[config.mk]
export PLATFORM = sky130hd
export DESIGN_NAME = branch_resolve
export DESIGN_NICKNAME = d
export VERILOG_FILES = /design/src/rtl/branch_resolve.sv
export SDC_FILE = /design/constraint.sdc
export NUM_CORES = 1
export LEC_CHECK = 0
export ABC_AREA = 1
export ABC_CLOCK_PERIOD_IN_PS = 1600
export BUFFER_PORTS_ARGS = -buffer_cell sky130_fd_sc_hd__buf_2
export CAP_MARGIN = 30
export CORE_ASPECT_RATIO = 1.75
export CORE_UTILIZATION = 35
export DETAILED_ROUTE_END_ITERATION = 16
export SYNTH_ARGS = -nofsm -noshare
export SYNTH_HDL_FRONTEND = slang
export SYNTH_SLANG_ARGS = --single-unit
[constraint.sdc]
create_clock -name clk -period 1.6 [get_ports clk]
set_clock_uncertainty 0.1 [all_clocks]
set_input_delay 0.08 -clock clk [delete_from_list [all_inputs] [get_ports clk]]
set_output_delay 0.08 -clock clk [all_outputs]
set_load 0.1 [all_outputs]
[src/rtl/branch_resolve.sv]
// branch_resolve: registered branch-decision stage for the RV32I core.
// Turns ALU comparator flags (EQ/LU/LS of A - B) plus funct3/PC/B-immediate
// into a registered taken/target/illegal/misaligned result behind a
// valid/ready handshake. It also emits a one-cycle fetch flush pulse when a
// clean taken branch leaves the stage.
// Optional feature macro: BRANCH_STATS_EN adds the stat_total/stat_taken
// counters and ports. When it is undefined, the ports and counters do not exist.
module branch_resolve #(
  parameter int XLEN = 32
) (
  input  logic            clk,
  input  logic            rst_n,
  input  logic            in_valid,
  output logic            in_ready,
  input  logic [2:0]      funct3,
  input  logic            eq,
  input  logic            lu,
  input  logic            ls,
  input  logic [XLEN-1:0] pc,
  input  logic [XLEN-1:0] imm,
  input  logic            kill,
  output logic            out_valid,
  input  logic            out_ready,
  output logic            taken,
  output logic [XLEN-1:0] target,
  output logic            illegal,
  output logic            misaligned,
  output logic            flush
`ifdef BRANCH_STATS_EN
  ,
  output logic [31:0]     stat_total,
  output logic [31:0]     stat_taken
`endif
);

  // The output register is either empty or holding one resolved branch.
  typedef enum logic {
    S_EMPTY = 1'b0,
    S_FULL  = 1'b1
  } state_t;

  state_t r_state;
  state_t w_state_nxt;

  logic            r_taken;
  logic [XLEN-1:0] r_target;
  logic            r_illegal;
  logic            r_misaligned;
  logic            r_flush;

  logic            w_accept;
  logic            w_drain;
  logic            w_illegal;
  logic            w_cond;
  logic            w_taken;
  logic [XLEN-1:0] w_br_target;
  logic [XLEN-1:0] w_seq_target;
  logic [XLEN-1:0] w_target;
  logic            w_misaligned;
  logic            w_flush_nxt;

  // Branch condition from funct3. The 010/011 encodings never report true.
  function automatic logic f_branch_cond(input logic [2:0] f3,
                                         input logic       f_eq,
                                         input logic       f_lu,
                                         input logic       f_ls);
    logic c;
    c = 1'b0;
    case (f3)
      3'b000:  c = f_eq;
      3'b001:  c = ~f_eq;
      3'b100:  c = f_ls;
      3'b101:  c = ~f_ls;
      3'b110:  c = f_lu;
      3'b111:  c = ~f_lu;
      default: c = 1'b0;
    endcase
    return c;
  endfunction

  // funct3 010 and 011 have no branch meaning in RV32I.
  function automatic logic f_is_illegal(input logic [2:0] f3);
    return (f3[2:1] == 2'b01);
  endfunction

  assign out_valid  = (r_state == S_FULL);
  assign in_ready   = ~out_valid | out_ready;
  assign taken      = r_taken;
  assign target     = r_target;
  assign illegal    = r_illegal;
  assign misaligned = r_misaligned;
  assign flush      = r_flush;

  // kill squashes both the incoming beat and the handshake of the held one.
  assign w_accept = in_valid & in_ready & ~kill;
  assign w_drain  = out_valid & out_ready & ~kill;

  // Decision and next-PC, computed from the incoming beat.
  // The sums are XLEN wide, so the carry out falls off and the target wraps.
  always_comb begin
    w_illegal    = f_is_illegal(funct3);
    w_cond       = f_branch_cond(funct3, eq, lu, ls);
    w_taken      = w_cond & ~w_illegal;
    w_br_target  = pc + imm;
    w_seq_target = pc + XLEN'(4);
    w_target     = w_taken ? w_br_target : w_seq_target;
    w_misaligned = w_taken & (w_target[1:0] != 2'b00);
  end

  // Valid-bit state register.
  always_ff @(posedge clk or negedge rst_n) begin
    if (!rst_n) begin
      r_state <= S_EMPTY;
    end else begin
      r_state <= w_state_nxt;
    end
  end

  // Next state. kill wins over accept and drain. An accept refills the
  // register even when the consumer drains it in the same cycle.
  always_comb begin
    w_state_nxt = r_state;
    if (kill) begin
      w_state_nxt = S_EMPTY;
    end else if (w_accept) begin
      w_state_nxt = S_FULL;
    end else if (w_drain) begin
      w_state_nxt = S_EMPTY;
    end
  end

  // Result fields load only on accept. A drain leaves their last values in place.
  always_ff @(posedge clk or negedge rst_n) begin
    if (!rst_n) begin
      r_taken      <= 1'b0;
      r_target     <= '0;
      r_illegal    <= 1'b0;
      r_misaligned <= 1'b0;
    end else if (w_accept) begin
      r_taken      <= w_taken;
      r_target     <= w_target;
      r_illegal    <= w_illegal;
      r_misaligned <= w_misaligned;
    end
  end

  // Redirect fetch only when a clean taken branch is handed to the consumer.
  assign w_flush_nxt = w_drain & r_taken & ~r_illegal & ~r_misaligned;

  // Flush pulse: one cycle after the qualifying output handshake.
  always_ff @(posedge clk or negedge rst_n) begin
    if (!rst_n) begin
      r_flush <= 1'b0;
    end else begin
      r_flush <= w_flush_nxt;
    end
  end

`ifdef BRANCH_STATS_EN
  logic [31:0] r_stat_total;
  logic [31:0] r_stat_taken;

  assign stat_total = r_stat_total;
  assign stat_taken = r_stat_taken;

  // Count legal branches as they leave. Taken ones include misaligned results.
  always_ff @(posedge clk or negedge rst_n) begin
    if (!rst_n) begin
      r_stat_total <= '0;
      r_stat_taken <= '0;
    end else if (w_drain & ~r_illegal) begin
      r_stat_total <= r_stat_total + 32'd1;
      if (r_taken) begin
        r_stat_taken <= r_stat_taken + 32'd1;
      end
    end
  end
`endif

endmodule

==> results <==
- The run finished with clean final reports.
- The pin count of the biggest net entering global routing is 38.
- In this run the vertical extent of the chip is 157.6 um.
- The remaining max-slew budget at the tightest pin is 0.6598.
- The share of the clock period used by the worst path after layout is 0.9489.
- After layout, the worst setup slack is 0.08180 ns.
- The worst hold path endpoint is out_valid$_DFFE_PN0P_.
- The clock tree from TritonCTS is built.
- The startpoint class of the critical path is an input port.
- Once detail routing completed, the nets flagged for antenna violations numbered 0.
- The top achievable clock speed is 658.7 MHz.
- Across all register-to-register paths, the minimum setup slack is 0.10 ns.
- In this run, the number of DRC markers left after iteration 0 of detailed routing was 261.
- Measured in cells, the most critical reg-to-reg path has a length of 7.
- Counting the buffers created by CTS gives 5.
- Subtracting the final worst setup slack from the clock period gives 1.518 ns.
- For this run, the leading register cell type out of synthesis is dfrtp_1.
- At the end of the flow, the number of nets in the layout was approximately 1200.
- The placeable core region is 0.01345 mm2.
- In the synthesized netlist the async set-or-reset flop fraction comes to 1.000.
- The worst hold path begins at in_valid.
- The clock passes through at most 2 buffers.
- The number of endpoints failing setup at the final stage is 0.
- The type of the tightest min-delay check is in2reg.
- In this run the static leakage power is between 3 and 4 nW.
- The number of antenna repair diodes is 0.
- Leaving out fill and tap cells, the most frequent cells in the layout are 291 x nand2_1, 136 x inv_1, 111 x buf_2.
- In this run the horizontal extent of the chip is 90.89 um.
- The gate count after technology mapping is 871.
- The synthesized design contains 0 enable-type register cells.
- The number of H-tree levels is 2.
- The count of unique library cells instantiated by Yosys is 34.
- Global routing finished with a remaining overflow of 0.
- The HPWL reported at the end of detailed placement is 15.76 mm.
- The initial utilization of the core area, before any placement, comes to 0.3597.
- In the global route stage, overall resource usage came out at 0.2604.
- The floorplan has 56 rows.
- The number of maximum-capacitance constraint violations is 0.
- The total count of max-transition violations in the final report is 0.
- Before CTS, the worst setup slack after placement is -0.3572 ns.
- The number of top-level pins is 113.
- Summing every instance area after synthesis gives 0.004840 mm2.
- Setup repair after global routing could not meet its margin everywhere.
- Clock latency on the worst-skew pair, taken at its later pin, is between 0.2 and 0.3 ns.
- The number of flip-flops and latches in the synthesized netlist is 37.
- The sum of routed wire length over all layers is 18.80 mm.
- The first-pass GRT wire length is about 29 mm.
- For this run, the register share of the synthesized area comes to 0.1913.
- STA classifies the critical path endpoint as a flip-flop.
- VDD sags by at most 528.0 uV.
- The number of port buffers is 112.
- Of the cells placed in the final design, the portion with a size suffix greater than 1 is 0.3315.
- The average instance area after synthesis is roughly 5.6 um2.
- For this run, the detailed router's first-pass iteration total came to 4.
- Counting every net in the synthesized netlist gives 979.
- The number of sinks handled by clock tree synthesis is 37.
- The critical path in this run is classified as in2reg.
- The DRC violation count after routing is 0.
- The number of vias after detailed routing is 6020.
- The number of global-route vias before repair is between 5000 and 6000.
- The cell area power density is 834.6 mW/mm2.
- The area growth from synthesis to layout is 48.71%.
- The die area is 0.01432 mm2.
- The data arrival time at the worst-slack endpoint is 1.63 ns.
- The final-layout worst hold slack is 0.01524 ns.
- The worst reg2reg path startpoint is out_valid$_DFFE_PN0P_.
- The maximum net fanout on the critical path is 3.
- The endpoint identified for the worst register-to-register timing path is target[28]$_DFFE_PN0P_.
- The most common cell after layout, fill and taps aside is nand2_1.
- In the final routed layout, each cell accounts on average for around 15 um.
- The via density per instance is 4.778.
- The number of antenna violations at the first check in global routing came to 0.
- Once layout is complete, the utilization of the core stands at 0.5350.
- Clock-pin slew was measured on the worst setup and hold paths at 0.06 ns.
- The tree is rooted in a clkbuf_16.
- The required arrival time at the worst endpoint is roughly 1.7 ns.
- At the pin with the least slew margin, the transition time is roughly 0.51 ns.
- The weighted congestion reported at the end of routability-driven placement is 0.9075.
- The hold path depth is 3.
- The number of warnings issued by yosys is 0.
- The final count of hold timing violations is 0.
stage by stage:
stage	area [um2]	instances	TNS [ns]	total power, W
after floorplan	4933	871	-2.488	0.003560
after global placement	6437	1243	-6.459	0.004581
after detailed placement	6437	1243	-7.090	0.004599
after CTS	6674	1255	-0.01518	0.005806
after global routing	7197	1260	-0.08816	0.006325
final	7197	1260	0	0.006007
report_power, final:
part,switching (W),total [W],internal [W]
clock,0.000396,0.00117,0.000778
sequential,0.000119,0.00123,0.00111
combinational,0.00259,0.00360,0.00101
worst max-delay path by stage:
stage                                from                     end  slack [ns]  cells past startpoint
global route                       pc[16]  target[28]$_DFFE_PN0P_       -0.04                     11
global placement                   pc[13]  target[27]$_DFFE_PN0P_       -0.31                     11
CTS                                pc[13]  target[27]$_DFFE_PN0P_       -0.02                     11
finish                             pc[30]  target[31]$_DFFE_PN0P_        0.08                     12
floorplan           out_valid$_DFFE_PN0P_  target[28]$_DFFE_PN0P_        -0.1                      7
detailed placement                  pc[0]  target[22]$_DFFE_PN0P_       -0.36                     13
cell families (layout without fill, tap and decap cells):
| kind of cell | after synthesis | after routing | synth area share |
|---|---|---|---|
| compound gates | 96 | 96 | 0.1042 |
| flops | 37 | 37 | 0.1913 |
| xor+xnor | 23 | 23 | 0.04162 |
| buf+inv | 158 | 373 | 0.1238 |
| simple gates | 524 | 524 | 0.4522 |
| fa+ha+maj | 33 | 33 | 0.08687 |
sequential cells by signal, summed over array words and instances, names as in the netlist:
name	count
out_valid	1
misaligned	1
flush	1
target	32
taken	1
illegal	1
cell type report:
class / count / area [um2]
clock inverter: 2 / 37.54
tap: 174 / 217.7
sequential: 37 / 929.6
fill: 1419 / 6256
multi-input combinational: 676 / 3862
clock buffer: 6 / 138.9
timing repair buffer: 219 / 1455
inverter: 146 / 555.5
routing by layer:
layer / track usage / share of wire
met5: 0 / 0
met4: 0.1958 / 0.088
met3: 0.02415 / 0.034
met2: 0.4830 / 0.51
met1: 0.2689 / 0.37
synthesized netlist by cell type, types with 4 or more instances:
master | count | share of area
or2_2 | 8 | 0.010
nand3_1 | 53 | 0.055
nor2_1 | 106 | 0.082
nand2_1 | 320 | 0.25
a21oi_1 | 74 | 0.077
inv_1 | 139 | 0.11
clkbuf_1 | 7 | 0.0054
nor2_4 | 4 | 0.0093
nand4_1 | 6 | 0.0078
o21ai_0 | 12 | 0.012
inv_2 | 6 | 0.0047
dfrtp_1 | 37 | 0.19
nand3b_1 | 9 | 0.014
xor2_1 | 14 | 0.025
buf_2 | 4 | 0.0041
xnor2_1 | 9 | 0.016
nor3_1 | 7 | 0.0072
ha_1 | 32 | 0.083
worst max-delay path, stage by stage:
cell,delay [ns]
buf_2,0.11
ha_1,0.33
nand2_2,0.12
a21oi_1,0.06
nor2_1,0.24
nand2_1,0.09
a21oi_1,0.12
buf_4,0.16
nand2_1,0.06
nand2_1,0.06
nand3_1,0.09
a21oi_2,0.12
repair_timing:
action,in CTS,in global routing
resized for setup,6,89
setup endpoints to repair,11,30
hold buffers,4,0
buffers inserted,0,5
pin swaps,0,17
endpoints found under the hold margin,40,0
(Power assumes the default switching activity.)
